==> config.mk <==
export PLATFORM = sky130hd
export DESIGN_NAME = line_streamer
export DESIGN_NICKNAME = d
export VERILOG_FILES = /design/src/rtl/line_streamer.sv
export SDC_FILE = /design/constraint.sdc
export NUM_CORES = 1
export LEC_CHECK = 0
export CAP_MARGIN = 15
export CORE_MARGIN = 3
export CORE_UTILIZATION = 50
export DETAILED_ROUTE_END_ITERATION = 8
export GPL_TIMING_DRIVEN = 0
export HOLD_SLACK_MARGIN = 0.03
export PLACE_DENSITY = 0.77
export REMOVE_ABC_BUFFERS = 1
export SYNTH_ARGS = -nofsm -noshare
export SYNTH_HDL_FRONTEND = slang
export SYNTH_SLANG_ARGS = --single-unit
==> constraint.sdc <==
create_clock -name clk -period 2.55 [get_ports clk]
set_input_delay 0.51 -clock clk [delete_from_list [all_inputs] [get_ports clk]]
set_output_delay 0.51 -clock clk [all_outputs]
set_load 0.01 [all_outputs]
==> src/rtl/line_streamer.sv <==
// -----------------------------------------------------------------------------
// line_streamer
//
// Fetches one line of (lhs,rhs) character pairs from the character-pair
// memory and streams them over a valid/ready interface. A line is described by
// a {length,start} descriptor taken from the line-pointer table; the block
// issues one memory read per cycle while it has credit, tracks reads in
// flight through a MEM_LAT-deep pipe, and parks returned data in a small FIFO
// so the consumer can apply backpressure without losing or repeating pairs.
//
// Ports
//   clk, rst         clock and synchronous active-high reset
//   start            level; sampled only in IDLE, launches one line
//   abort            drop the current line and return to IDLE
//   pointer_addr     descriptor {len[LEN_W-1:0], start[ADDR_W-1:0]}
//   mem_addr/mem_en  read address and read strobe (one pair per strobe)
//   mem_dout         read data {lhs,rhs}, valid MEM_LAT cycles after mem_en
//   out_valid/out_ready   output handshake; lhs/rhs/out_last qualify it
//   out_last         marks the final pair of the line
//   busy             any state other than IDLE
//   done             one-cycle pulse when a line completes normally
//   chars_remaining  pairs not yet issued to memory
//   which_state      0 IDLE, 1 RUN, 2 DRAIN, 3 DONE
// -----------------------------------------------------------------------------
module line_streamer #(
    parameter int ADDR_W  = 10,
    parameter int LEN_W   = 10,
    parameter int CHAR_W  = 8,
    parameter int MEM_LAT = 1
) (
    input  logic                    clk,
    input  logic                    rst,
    input  logic                    start,
    input  logic                    abort,
    input  logic [LEN_W+ADDR_W-1:0] pointer_addr,
    output logic [ADDR_W-1:0]       mem_addr,
    output logic                    mem_en,
    input  logic [2*CHAR_W-1:0]     mem_dout,
    output logic                    out_valid,
    input  logic                    out_ready,
    output logic [CHAR_W-1:0]       lhs,
    output logic [CHAR_W-1:0]       rhs,
    output logic                    out_last,
    output logic                    busy,
    output logic                    done,
    output logic [LEN_W-1:0]        chars_remaining,
    output logic [1:0]              which_state
);

    // Enough FIFO space to cover every read in flight plus a head entry and
    // one spare, which is what sustains one pair per cycle with out_ready=1.
    localparam int FIFO_DEPTH = MEM_LAT + 2;
    localparam int PTR_W      = $clog2(FIFO_DEPTH);
    localparam int CNT_W      = $clog2(FIFO_DEPTH + 1);
    localparam int OCC_W      = $clog2(MEM_LAT + FIFO_DEPTH + 1);
    localparam int ENTRY_W    = 2 * CHAR_W + 1;

    typedef enum logic [1:0] {
        S_IDLE  = 2'd0,
        S_RUN   = 2'd1,
        S_DRAIN = 2'd2,
        S_DONE  = 2'd3
    } state_t;

    state_t              state_q;
    logic [ADDR_W-1:0]   addr_q;
    logic [LEN_W-1:0]    remaining_q;
    logic                done_q;

    // In-flight reads: bit i set means a read issued i+1 cycles ago is
    // still on its way back; the top stage lines up with valid mem_dout.
    logic [MEM_LAT-1:0]  pipe_valid_q;
    logic [MEM_LAT-1:0]  pipe_last_q;

    logic [ENTRY_W-1:0]  fifo_mem [FIFO_DEPTH];
    logic [PTR_W-1:0]    wr_ptr_q;
    logic [PTR_W-1:0]    rd_ptr_q;
    logic [CNT_W-1:0]    fifo_count;

    logic [ADDR_W-1:0]   desc_start;
    logic [LEN_W-1:0]    desc_len;
    logic [OCC_W-1:0]    inflight_cnt;
    logic [OCC_W-1:0]    occupancy;
    logic                credit_ok;
    logic                issue;
    logic                push;
    logic                pop;
    logic                fifo_empty;
    logic                pipe_empty;
    logic                drain_done;
    logic [ENTRY_W-1:0]  head;

    function automatic logic [PTR_W-1:0] ptr_inc(input logic [PTR_W-1:0] p);
        return (p == PTR_W'(FIFO_DEPTH - 1)) ? '0 : p + PTR_W'(1);
    endfunction

    assign desc_start = pointer_addr[ADDR_W-1:0];
    assign desc_len   = pointer_addr[ADDR_W +: LEN_W];

    always_comb begin
        // NOTE: every variable assigned in always_comb gets a value on entry,
        // so no path through the block can leave it holding state (a latch).
        inflight_cnt = '0;
        for (int i = 0; i < MEM_LAT; i++) begin
            inflight_cnt = inflight_cnt + OCC_W'(pipe_valid_q[i]);
        end
    end

    // Credit counts reads in flight as already occupying FIFO slots, so a
    // push can never find the FIFO full regardless of consumer behaviour.
    assign occupancy  = inflight_cnt + OCC_W'(fifo_count);
    assign credit_ok  = occupancy < OCC_W'(FIFO_DEPTH);
    assign issue      = (state_q == S_RUN) && credit_ok;

    assign fifo_empty = (fifo_count == '0);
    assign push       = pipe_valid_q[MEM_LAT-1];
    assign pop        = !fifo_empty && out_ready;
    assign pipe_empty = (pipe_valid_q == '0);

    // The line is finished when nothing is in flight and the FIFO either is
    // empty or is handing over its last entry this cycle.
    assign drain_done = pipe_empty &&
                        (fifo_empty || ((fifo_count == CNT_W'(1)) && pop));

    assign head            = fifo_mem[rd_ptr_q];
    assign mem_en          = issue;
    assign mem_addr        = addr_q;
    assign out_valid       = !fifo_empty;
    assign out_last        = head[ENTRY_W-1];
    assign lhs             = head[2*CHAR_W-1:CHAR_W];
    assign rhs             = head[CHAR_W-1:0];
    assign busy            = (state_q != S_IDLE);
    assign done            = done_q;
    assign chars_remaining = remaining_q;
    assign which_state     = state_q;

    // Control: FSM, address/length counters, in-flight pipe, FIFO pointers.
    always_ff @(posedge clk) begin
        // NOTE: state is updated with non-blocking assignments so every
        // register samples the values from before this edge, independent of
        // statement order.
        if (rst) begin
            state_q      <= S_IDLE;
            addr_q       <= '1;
            remaining_q  <= '0;
            done_q       <= 1'b0;
            pipe_valid_q <= '0;
            pipe_last_q  <= '0;
            wr_ptr_q     <= '0;
            rd_ptr_q     <= '0;
            fifo_count   <= '0;
        end else if (abort && (state_q != S_IDLE)) begin
            // Abort wins over everything: reads still in flight are forgotten
            // so their data is never pushed, and queued pairs are dropped.
            state_q      <= S_IDLE;
            remaining_q  <= '0;
            done_q       <= 1'b0;
            pipe_valid_q <= '0;
            pipe_last_q  <= '0;
            wr_ptr_q     <= '0;
            rd_ptr_q     <= '0;
            fifo_count   <= '0;
        end else begin
            done_q <= 1'b0;

            pipe_valid_q[0] <= issue;
            pipe_last_q[0]  <= issue && (remaining_q == LEN_W'(1));
            for (int i = 1; i < MEM_LAT; i++) begin
                pipe_valid_q[i] <= pipe_valid_q[i-1];
                pipe_last_q[i]  <= pipe_last_q[i-1];
            end

            if (push) begin
                wr_ptr_q <= ptr_inc(wr_ptr_q);
            end
            if (pop) begin
                rd_ptr_q <= ptr_inc(rd_ptr_q);
            end
            case ({push, pop})
                2'b10:   fifo_count <= fifo_count + CNT_W'(1);
                2'b01:   fifo_count <= fifo_count - CNT_W'(1);
                default: fifo_count <= fifo_count;
            endcase

            case (state_q)
                S_IDLE: begin
                    if (start) begin
                        addr_q      <= desc_start;
                        remaining_q <= desc_len;
                        if (desc_len == '0) begin
                            state_q <= S_DONE;
                            done_q  <= 1'b1;
                        end else begin
                            state_q <= S_RUN;
                        end
                    end
                end
                S_RUN: begin
                    if (issue) begin
                        // Address wraps modulo 2^ADDR_W by design.
                        addr_q      <= addr_q + ADDR_W'(1);
                        remaining_q <= remaining_q - LEN_W'(1);
                        if (remaining_q == LEN_W'(1)) begin
                            state_q <= S_DRAIN;
                        end
                    end
                end
                S_DRAIN: begin
                    if (drain_done) begin
                        state_q <= S_DONE;
                        done_q  <= 1'b1;
                    end
                end
                S_DONE: begin
                    state_q <= S_IDLE;
                end
                default: begin
                    state_q <= S_IDLE;
                end
            endcase
        end
    end

    // FIFO storage: entry is {last, lhs, rhs} captured when the read returns.
    always_ff @(posedge clk) begin
        // NOTE: storage is deliberately not reset; fifo_count alone decides
        // which entries are meaningful, so stale contents are never visible.
        if (push) begin
            fifo_mem[wr_ptr_q] <= {pipe_last_q[MEM_LAT-1], mem_dout};
        end
    end

endmodule

==> impl_metrics.py <==
metrics = {
    "logic_synthesis": {
        "synth_edf_count": 51,
        "avgSynthCellArea_um2": 10.89,
        "ys_types": 50,
        "ys_ff_latch": 84,
        "synth_adder_area_share_pct": 3.940,
        "syn_inst": 350,
        "async_reset_ff_share_pct": 0,
        "synth-simple-area-share_pct": 13.16,
        "yosysTopAreaCell": "edfxtp_1",
        "synth_xor_area_share_pct": 0.4596,
        "netlist_area_um2": 3811,
        "synth_top_area_share_pct": 40.18,
        "synth.area.top_cells": "edfxtp_1 (40%), dfxtp_1 (17%), mux2i_1 (4.7%), nand2_1 (4.4%), o21ai_0 (4.2%)",
        "yosysWarnings": 0,
        "synth_compound_gate_area_share_pct": 16.19,
        "synth_top_family_by_area": "compound AO/OA/AOI/OAI gates",
        "synthMuxAreaShare_pct": 4.728,
        "ys.flop_type": "edfxtp_1",
        "synth.yosys.seq_area_share_pct": 57.52,
    },
    "timing": {
        "drv_slew": 0,
        "tightest_slew_ns": 0.9026,
        "fin_skew_ns": 0.01013,
        "fmax_mhz": 411.0,
        "finalSetupViolCount": 0,
        "slew_headroom_pct": 39.50,
        "min_period_over_period_pct": 95.42,
        "hold_violations": 0,
        "fin_crit_ns": 2.433,
        "setup_slack_ns": 0.1167,
    },
    "worst_setup_path": {
        "critical_path_arrival_ns": 1.92,
        "path_common_cell": "ha_1",
        "slowest_stage": "dfxtp_1",
        "start_kind": "flop",
        "path_class": "flop to output pin",
        "slowest_delay_ns": 0.37,
        "endpoint_kind": "output pin",
        "cp_max_fo": 6,
        "required_ns": 2.04,
        "crit_chain": "ha_1 > ha_1 > a21oi_1 > nand2_1 > inv_1 > dlygate4sd2_1",
        "crit_buf_inv": 2,
        "crit_family": "adder cells",
    },
    "power": {
        "p_sw_share_pct": 38.61,
        "p_int_mw": 3.132,
        "powerDensity_nw_per_um2": 1029,
        "combPwrFrac_pct": 44.8,
        "p_leak_nw": 1.734,
        "irDropWorstVdd_v": 0.0006130,
        "p_clk_share_pct": 17.3,
        "seqPwrFrac_pct": 37.9,
        "p_sw_mw": 1.970,
    },
    "outcome": {
        "status": "finished, final reports clean",
    },
    "clocking": {
        "postCtsHoldBufs": 0,
        "cts_num_sinks": 84,
        "cts_buffers": 9,
        "root_buffer": "clkbuf_8",
        "clock_latency_ns": 0.36,
        "clockBufferDepth": 2,
        "tritoncts": "yes",
        "cts.clk_slew.worst_paths_ns": 0.09,
        "htree_levels": 3,
    },
    "route": {
        "wl_per_cell_um": 15.35,
        "dr.first_iter.drc_count": 171,
        "firstDrtPassIters": 5,
        "route.detailed.drc": 0,
        "viasPerCell": 5.498,
        "ant_nets": 0,
        "vias": 2958,
        "routed_wirelength_um": 8259,
    },
    "placed_design": {
        "hpwl_um": 5512,
        "placement.cell_area_um2": 4725,
        "place_ws_ns": -0.7199,
        "io_buffers": 83,
        "place.gp.congestion": 0.8380,
    },
    "layout": {
        "fin_nets": 487,
        "syn_to_final_growth_pct": 30.14,
        "mostFrequentLayoutCell": "clkdlybuf4s50_1",
        "drive_gt1_share_pct": 8.656,
        "fin_area_um2": 4960,
        "antennaDiodeCount": 0,
        "fin_util_pct": 67.66,
        "final_cell_mix": "clkdlybuf4s50_1 (82), edfxtp_1 (51), nand2_1 (45)",
    },
    "floorplan": {
        "start_util_pct": 51.99,
        "fp.dieH_um": 93.31,
        "fp-row-count": 31,
        "die_area_um2": 8706,
        "die_w_um": 93.31,
        "io_pins": 84,
        "core_region_area_um2": 7331,
    },
    "grt": {
        "grtUsageTotal_pct": 19.41,
        "antenna_found_initial": 0,
        "grt_max_degree": 40,
        "grt_pass1_wl_um": 13490,
        "grt_pass1_vias": 2948,
        "grt_overflow": 0,
    },
    "hold_path": {
        "min_path_type": "flop to flop",
    },
    "job": {
        "cap_violations": 0,
    },
}
what timing repair did:
action / CTS / global route
endpoints found under the setup margin: 38 / 7
gates resized for setup: 7 / 3
gates cloned: 0 / 1
buffers inserted: 1 / 0
Yosys cell counts, types with 2 or more instances:
cell type / number
a211oi_1: 13
o2bb2ai_1: 3
nor4_1: 2
and3_1: 2
nand2_1: 45
a21o_2: 2
and4_1: 2
nor2b_1: 3
xor2_1: 2
nor3_1: 7
o31ai_1: 4
nand3_1: 4
nor2_1: 30
dfxtp_1: 33
a21o_1: 2
ha_1: 12
edfxtp_1: 51
a31oi_1: 4
nor3b_1: 2
o21ai_0: 32
buf_6: 2
mux2i_1: 18
a21oi_1: 18
a22oi_1: 4
inv_1: 14
clkbuf_8: 2
clkbuf_1: 9
o22ai_1: 6
per-layer routing:
layer  routed length [um]  vias up  GRT usage, %
li1                     -     1459             -
met1                 3612     1398         25.34
met5                    0        -             0
met3                  464        6         4.988
met4                   75        0         4.762
met2                 4106       95         32.34
power by group through the flow:
stage / sequential (mW) / clock [mW] / combinational, mW
floorplan: 1.96 / 0 / 1.29
global placement: 1.95 / 0 / 2.14
detailed placement: 1.95 / 0 / 2.20
CTS: 1.93 / 0.896 / 2.25
global route: 1.97 / 0.958 / 2.53
finish: 1.93 / 0.882 / 2.29
registers in the layout, indices dropped and copies added (netlist names), named ones only:
register         count
rd_ptr_q             2
pipe_valid_q         1
mem_addr            10
pipe_last_q          1
fifo_mem            51
which_state          2
done                 1
fifo_count           2
chars_remaining     10
wr_ptr_q             2
stage by stage:
| stage | std cells | power [mW] | hold WS (ns) | setup TNS (ns) |
|---|---|---|---|---|
| detailed placement | 520 | 4.155 | 0.4451 | -9.535 |
| finish | 538 | 5.102 | 0.4577 | 0 |
| CTS | 537 | 5.078 | 0.4622 | 0 |
| floorplan | 335 | 3.251 | 0.4210 | -0.7355 |
| global placement | 517 | 4.090 | 0.4273 | -30.95 |
| global route | 538 | 5.458 | 0.5085 | -0.01326 |
cell type report:
type	count	area (um^2)
Clock buffer	9	123.9
Clock inverter	7	57.56
Fill cell	543	2371
Inverter	15	60.06
Multi-Input combinational cell	236	1515
Sequential cell	84	2200
Tap cell	99	123.9
Timing Repair Buffer	87	874.6
Timing Repair inverter	1	5.005
cell families (layout without fill, tap and decap cells):
logic type,count (synthesis),count (layout)
DFF,84,84
xor gates and xnor gates,2,2
adders and majority gates,12,12
muxes,18,18
buffers and inverters,30,119
AOI/OAI and AO/OA,97,97
and+or+nand+nor,107,107
final timing paths:
path,startpoint,end,cells past startpoint,slack [ns]
max reg2reg,pipe_valid_q,mem_addr[0],8,0.16
min,pipe_last_q,fifo_mem[1][16],0,0.46
min reg2reg,pipe_last_q,fifo_mem[1][16],0,0.46
max,pipe_valid_q,mem_en,6,0.12
Power figures use the tool's default switching activity.
